<file path="config.mk">
export PLATFORM = sky130hd
export DESIGN_NAME = filtro_mac_seq
export DESIGN_NICKNAME = d
export VERILOG_FILES = /design/src/rtl/filtro_mac_seq.sv
export SDC_FILE = /design/constraint.sdc
export NUM_CORES = 1
export LEC_CHECK = 0
export ABC_AREA = 0
export BUFFER_PORTS_ARGS = -buffer_cell sky130_fd_sc_hd__clkbuf_2
export CORE_UTILIZATION = 40
export DETAILED_ROUTE_END_ITERATION = 6
export PLACE_DENSITY = 0.6
export SLEW_MARGIN = 20
export SYNTH_ARGS = -nofsm -noshare
export SYNTH_HDL_FRONTEND = slang
export SYNTH_SLANG_ARGS = --single-unit
</file>
<file path="constraint.sdc">
create_clock -name clk -period 11.1 [get_ports clk]
set_clock_uncertainty 0.05 [all_clocks]
set_input_delay 0.555 -clock clk [delete_from_list [all_inputs] [get_ports clk]]
set_output_delay 0.555 -clock clk [all_outputs]
set_load 0.01 [all_outputs]
</file>
<file path="src/rtl/filtro_mac_seq.sv">
// filtro_mac_seq: sequential FIR filter with one MAC per cycle, a valid/ready stream interface and writable coefficients
// Ports: clk, rst_n (async active-low); in_valid/in_ready/x_in sample input; coef_we/coef_addr/coef_data coefficient
// write port; y_out/overflow/out_valid/out_ready result output. Build option FILTRO_ROUND_EN rounds each product
// half-up instead of truncating it.
module filtro_mac_seq #(
  parameter int largo = 11,
  parameter int mag   = 4,
  parameter int pres  = 7,
  parameter int TAPS  = 5
) (
  input  logic               clk,
  input  logic               rst_n,
  input  logic               in_valid,
  output logic               in_ready,
  input  logic signed [largo:0] x_in,
  input  logic               coef_we,
  input  logic [2:0]         coef_addr,
  input  logic signed [largo:0] coef_data,
  output logic signed [largo:0] y_out,
  output logic               out_valid,
  input  logic               out_ready,
  output logic               overflow
);
  localparam int W = 1 + mag + pres;
  localparam logic signed [W-1:0] P_MAX = {1'b0, {(W-1){1'b1}}};
  localparam logic signed [W-1:0] P_MIN = {1'b1, {(W-1){1'b0}}};
  localparam logic signed [2*W-1:0] P_MAX2 = (2*W)'(P_MAX);
  localparam logic signed [2*W-1:0] P_MIN2 = (2*W)'(P_MIN);
  localparam logic [3:0] L_TAPS = 4'(TAPS);
  localparam logic [2:0] L_LAST = 3'(TAPS - 1);
  typedef enum logic [1:0] {IDLE, MAC, HOLD} state_t;
  state_t r_st, w_nx;
  logic [2:0] r_k;
  logic signed [W-1:0] r_d [TAPS];
  logic signed [W-1:0] r_c [TAPS];
  logic signed [W-1:0] r_acc, r_y, w_p, w_acc;
  logic r_ovf, r_vld, w_accept, w_psat, w_asat;
  logic signed [2*W-1:0] w_prod, w_rnd, w_sh;
  logic [W:0] w_sum;
  assign w_accept = (r_st == IDLE) && in_valid;
  assign w_prod = (2*W)'(r_d[r_k]) * (2*W)'(r_c[r_k]);
`ifdef FILTRO_ROUND_EN
  assign w_rnd = w_prod + (2*W)'(1 << (pres - 1));
`else
  assign w_rnd = w_prod;
`endif
  assign w_sh   = w_rnd >>> pres;
  assign w_psat = (w_sh > P_MAX2) || (w_sh < P_MIN2);
  assign w_p    = (w_sh > P_MAX2) ? P_MAX : (w_sh < P_MIN2) ? P_MIN : w_sh[W-1:0];
  // one guard bit: sign disagreement between the top two bits means the sum left the word range
  assign w_sum  = {r_acc[W-1], r_acc} + {w_p[W-1], w_p};
  assign w_asat = w_sum[W] ^ w_sum[W-1];
  assign w_acc  = !w_asat ? w_sum[W-1:0] : (w_sum[W] ? P_MIN : P_MAX);
  always_comb begin
    w_nx = r_st;
    if (w_accept) w_nx = MAC;
    if (r_st == MAC && r_k == L_LAST) w_nx = HOLD;
    if (r_st == HOLD && r_vld && out_ready) w_nx = IDLE;
  end
  always_ff @(posedge clk or negedge rst_n)
    if (!rst_n) r_st <= IDLE;
    else r_st <= w_nx;
  always_ff @(posedge clk or negedge rst_n) begin
    if (!rst_n) begin
      r_k   <= '0;
      r_acc <= '0;
      r_y   <= '0;
      r_ovf <= 1'b0;
      r_vld <= 1'b0;
      for (int i = 0; i < TAPS; i++) begin
        r_d[i] <= '0;
        r_c[i] <= (i == 0) ? W'(1 << pres) : '0;
      end
    end else begin
      // the coefficient write lands on the accept edge, so the MAC that follows already sees it
      if (r_st == IDLE && coef_we && {1'b0, coef_addr} < L_TAPS) r_c[coef_addr] <= coef_data;
      if (w_accept) begin
        r_d[0] <= x_in;
        for (int i = 1; i < TAPS; i++) r_d[i] <= r_d[i-1];
        r_acc <= '0;
        r_ovf <= 1'b0;
        r_k   <= '0;
      end
      if (r_st == MAC) begin
        r_acc <= w_acc;
        r_ovf <= r_ovf | w_psat | w_asat;
        r_k   <= r_k + 3'd1;
      end
      // the result is published one cycle after HOLD is entered, giving TAPS+1 cycles of latency
      if (r_st == HOLD && !r_vld) begin
        r_vld <= 1'b1;
        r_y   <= r_acc;
      end
      if (r_st == HOLD && r_vld && out_ready) r_vld <= 1'b0;
    end
  end
  assign in_ready  = (r_st == IDLE);
  assign out_valid = r_vld;
  assign y_out     = r_y;
  assign overflow  = r_ovf;
endmodule

</file>
==> impl_metrics.ini <==
[sta]
slew_violations = 0
finalHoldViolations = 0
worst_pin_slew_ns = 1.08
fmax_mhz = 96.2
whs_ns = 0.257
relSlewSlack_pct = 27.7
period_needed_ns = 10.40
fin_crit_sh_pct = 93.7
setup_tns_ns = 0
setup_violations = 0
rsz0062_at_grt = false

[synth]
synth_fp_nets = 1607
synth.avg_cell_area_um2 = 9.32
synth.cell_area_um2 = 12800
ys_ff_latch = 151
yosys_most_used_dff = dfrtp_1
synth_edf_count = 0
synth-async-reset-ratio_pct = 100
syn_inst = 1375
ys_seq_area_share_pct = 29.5
synth.distinct_cells = 56
ys_warn_count = 0

[cells_and_area]
fin_nets = 1641
num-fill-cells = 3075
post-route-util_pct = 44.8
antennaDiodeCount = 0
drive_above_1_share_pct = 13.9
final_common_cell = nand2_1
layout_common_cells = 307 x nand2_1, 193 x inv_1, 149 x dfrtp_1
seq_area_um2 = 3780
syn2layout_area_growth_pct = 10.5
multi_input_area_um2 = 8070

[floorplanning]
die_w_um = 181
rows = 65
coreArea_um2 = 31600
pin_count = 47
dieArea_um2 = 32700
chipHeight_um = 181
start_util_pct = 40.6

[cts]
cts_buffers = 17
htree_levels = 4
clkLatencyLatePin_ns = 0.43
root_buffer = clkbuf_16
cts_tree = done
cts.reportedPaths.clkPinSlew_ns = 0.06
cts_sinks = 151
cts_setup_buffers = 0
cts.path.max_buffers = 2

[critical_path]
reg2regPathDepth = 34
critPathLaunch = r_k[0]
cp_slowest_stage_delay_ns = 0.86
arrival_ns = 10.70
r2r_setup_slack_ns = 0.70
end_kind = register
worstSetupStartpointType = register
critPathKind = reg2reg
endpoint = overflow
worst_path_most_repeated_cell = fa_1
crit_fanout = 32
r2r_end = overflow
required_ns = 11.40
r2r-start = r_k[0]
crit_slowest_cell = a21oi_1

[route]
first_pass_iters = 5
vias_per_cell = 5.10
drc_errors = 0
drtIter0Drc = 497
dr_total_vias = 9310
wl_per_cell_um = 15.5
wirelength_um = 28200
ant_nets = 0

[grt]
grt_pass1_wl_um = 48000
grt_usage_pct = 18.5
grt_pass1_vias = 9636
grt_max_degree = 68
antenna_found_initial = 0
grt.overflow.total = 0

[placement]
io_buffers = 46
place.gp.congestion = 0.815
place_hpwl_um = 21100

[status]
status = complete, no violations

[flow_run]
maxCapViolCount = 0

[min_path]
hp-class = in2reg
-- synth_stat cells, drive strengths merged, types with 15 or more instances --
library cell	number	area, µm²
mux2	73	822
inv	193	724
nor2b	22	145
dfrtp	150	3750
mux2i	47	470
a21o	15	113
o22ai	19	119
a21oi	44	220
nor2	72	270
and2	20	125
clkbuf	48	180
buf	15	71.3
xnor2	22	211
fa	137	2740
ha	63	788
nand2	309	1160
o21ai	32	160
-- flip-flops by register name, indices dropped and copies added (netlist names) --
| register | cells |
|---|---|
| overflow | 1 |
| y_out | 12 |
| out_valid | 1 |
| r_acc | 12 |
| r_c | 60 |
| r_d | 60 |
| r_k | 3 |
| r_st | 2 |
-- how the worst min path moves through the flow --
stage	start	to	slack [ns]	cells after the start
2_1_floorplan	rst_n	out_valid	0.21	0
3_3_place_gp	r_d[10]	r_d[10]	0.41	2
3_5_place_dp	r_d[5]	r_d[5]	0.41	2
4_1_cts	x_in[8]	r_d[56]	0.24	3
5_1_grt	x_in[1]	r_d[49]	0.26	3
6_report	x_in[1]	r_d[49]	0.26	3
-- area by class of cell --
class | instances | area share, %
clock inverter | 10 | 0.849
clock buffer | 22 | 3.28
inverter | 193 | 5.12
sequential | 151 | 26.7
multi-input combinational | 968 | 57.0
tap | 402 | 3.55
timing repair buffer | 78 | 3.47
-- per-layer routing --
metal  up-vias  routed length (µm)  GRT usage [%]
met3        33                 807           2.40
li1       4413                   -              -
met5         -                   0              0
met1      4720               12800           24.2
met4         0                 464           5.39
met2       144               14100           32.1
-- critical path: cells and delay by family, from the launching register on --
family	cells	cell delay, ns
compound gates	13	3.83
fa+ha+maj	8	3.48
buf+inv	6	0.95
flops	1	0.64
mux	1	0.24
simple gates	6	1.10
-- repair_timing --
item | in CTS | in global routing
resized for setup | 0 | 0
endpoints found under the hold margin | 37 | 0
setup endpoints to repair | 0 | 0
hold buffers | 1 | 0
-- cells by family (layout without fill, tap and decap cells) --
family | after synthesis | after routing | share of synthesized area [%]
flip-flops | 151 | 151 | 29.5
adder cells (fa/ha/maj) | 200 | 200 | 27.6
multiplexers | 122 | 122 | 10.4
AO/OA/AOI/OAI | 151 | 151 | 7.38
AND/OR/NAND/NOR | 466 | 466 | 15.4
buffers and inverters | 256 | 303 | 7.62
XOR/XNOR | 29 | 29 | 2.13
-- stage by stage --
stage	std cells	setup slack (ns)	instance area (µm²)
2_1_floorplan	1375	2.00	12800
3_3_place_gp	1791	1.06	13500
3_5_place_dp	1791	0.818	13500
4_1_cts	1824	0.759	14100
5_1_grt	1824	0.0190	14200
6_report	1824	0.702	14200
Power is left out: the tool's default activity adds up to more than one toggle a clock period on the data nets, which glitch-free logic cannot reach.
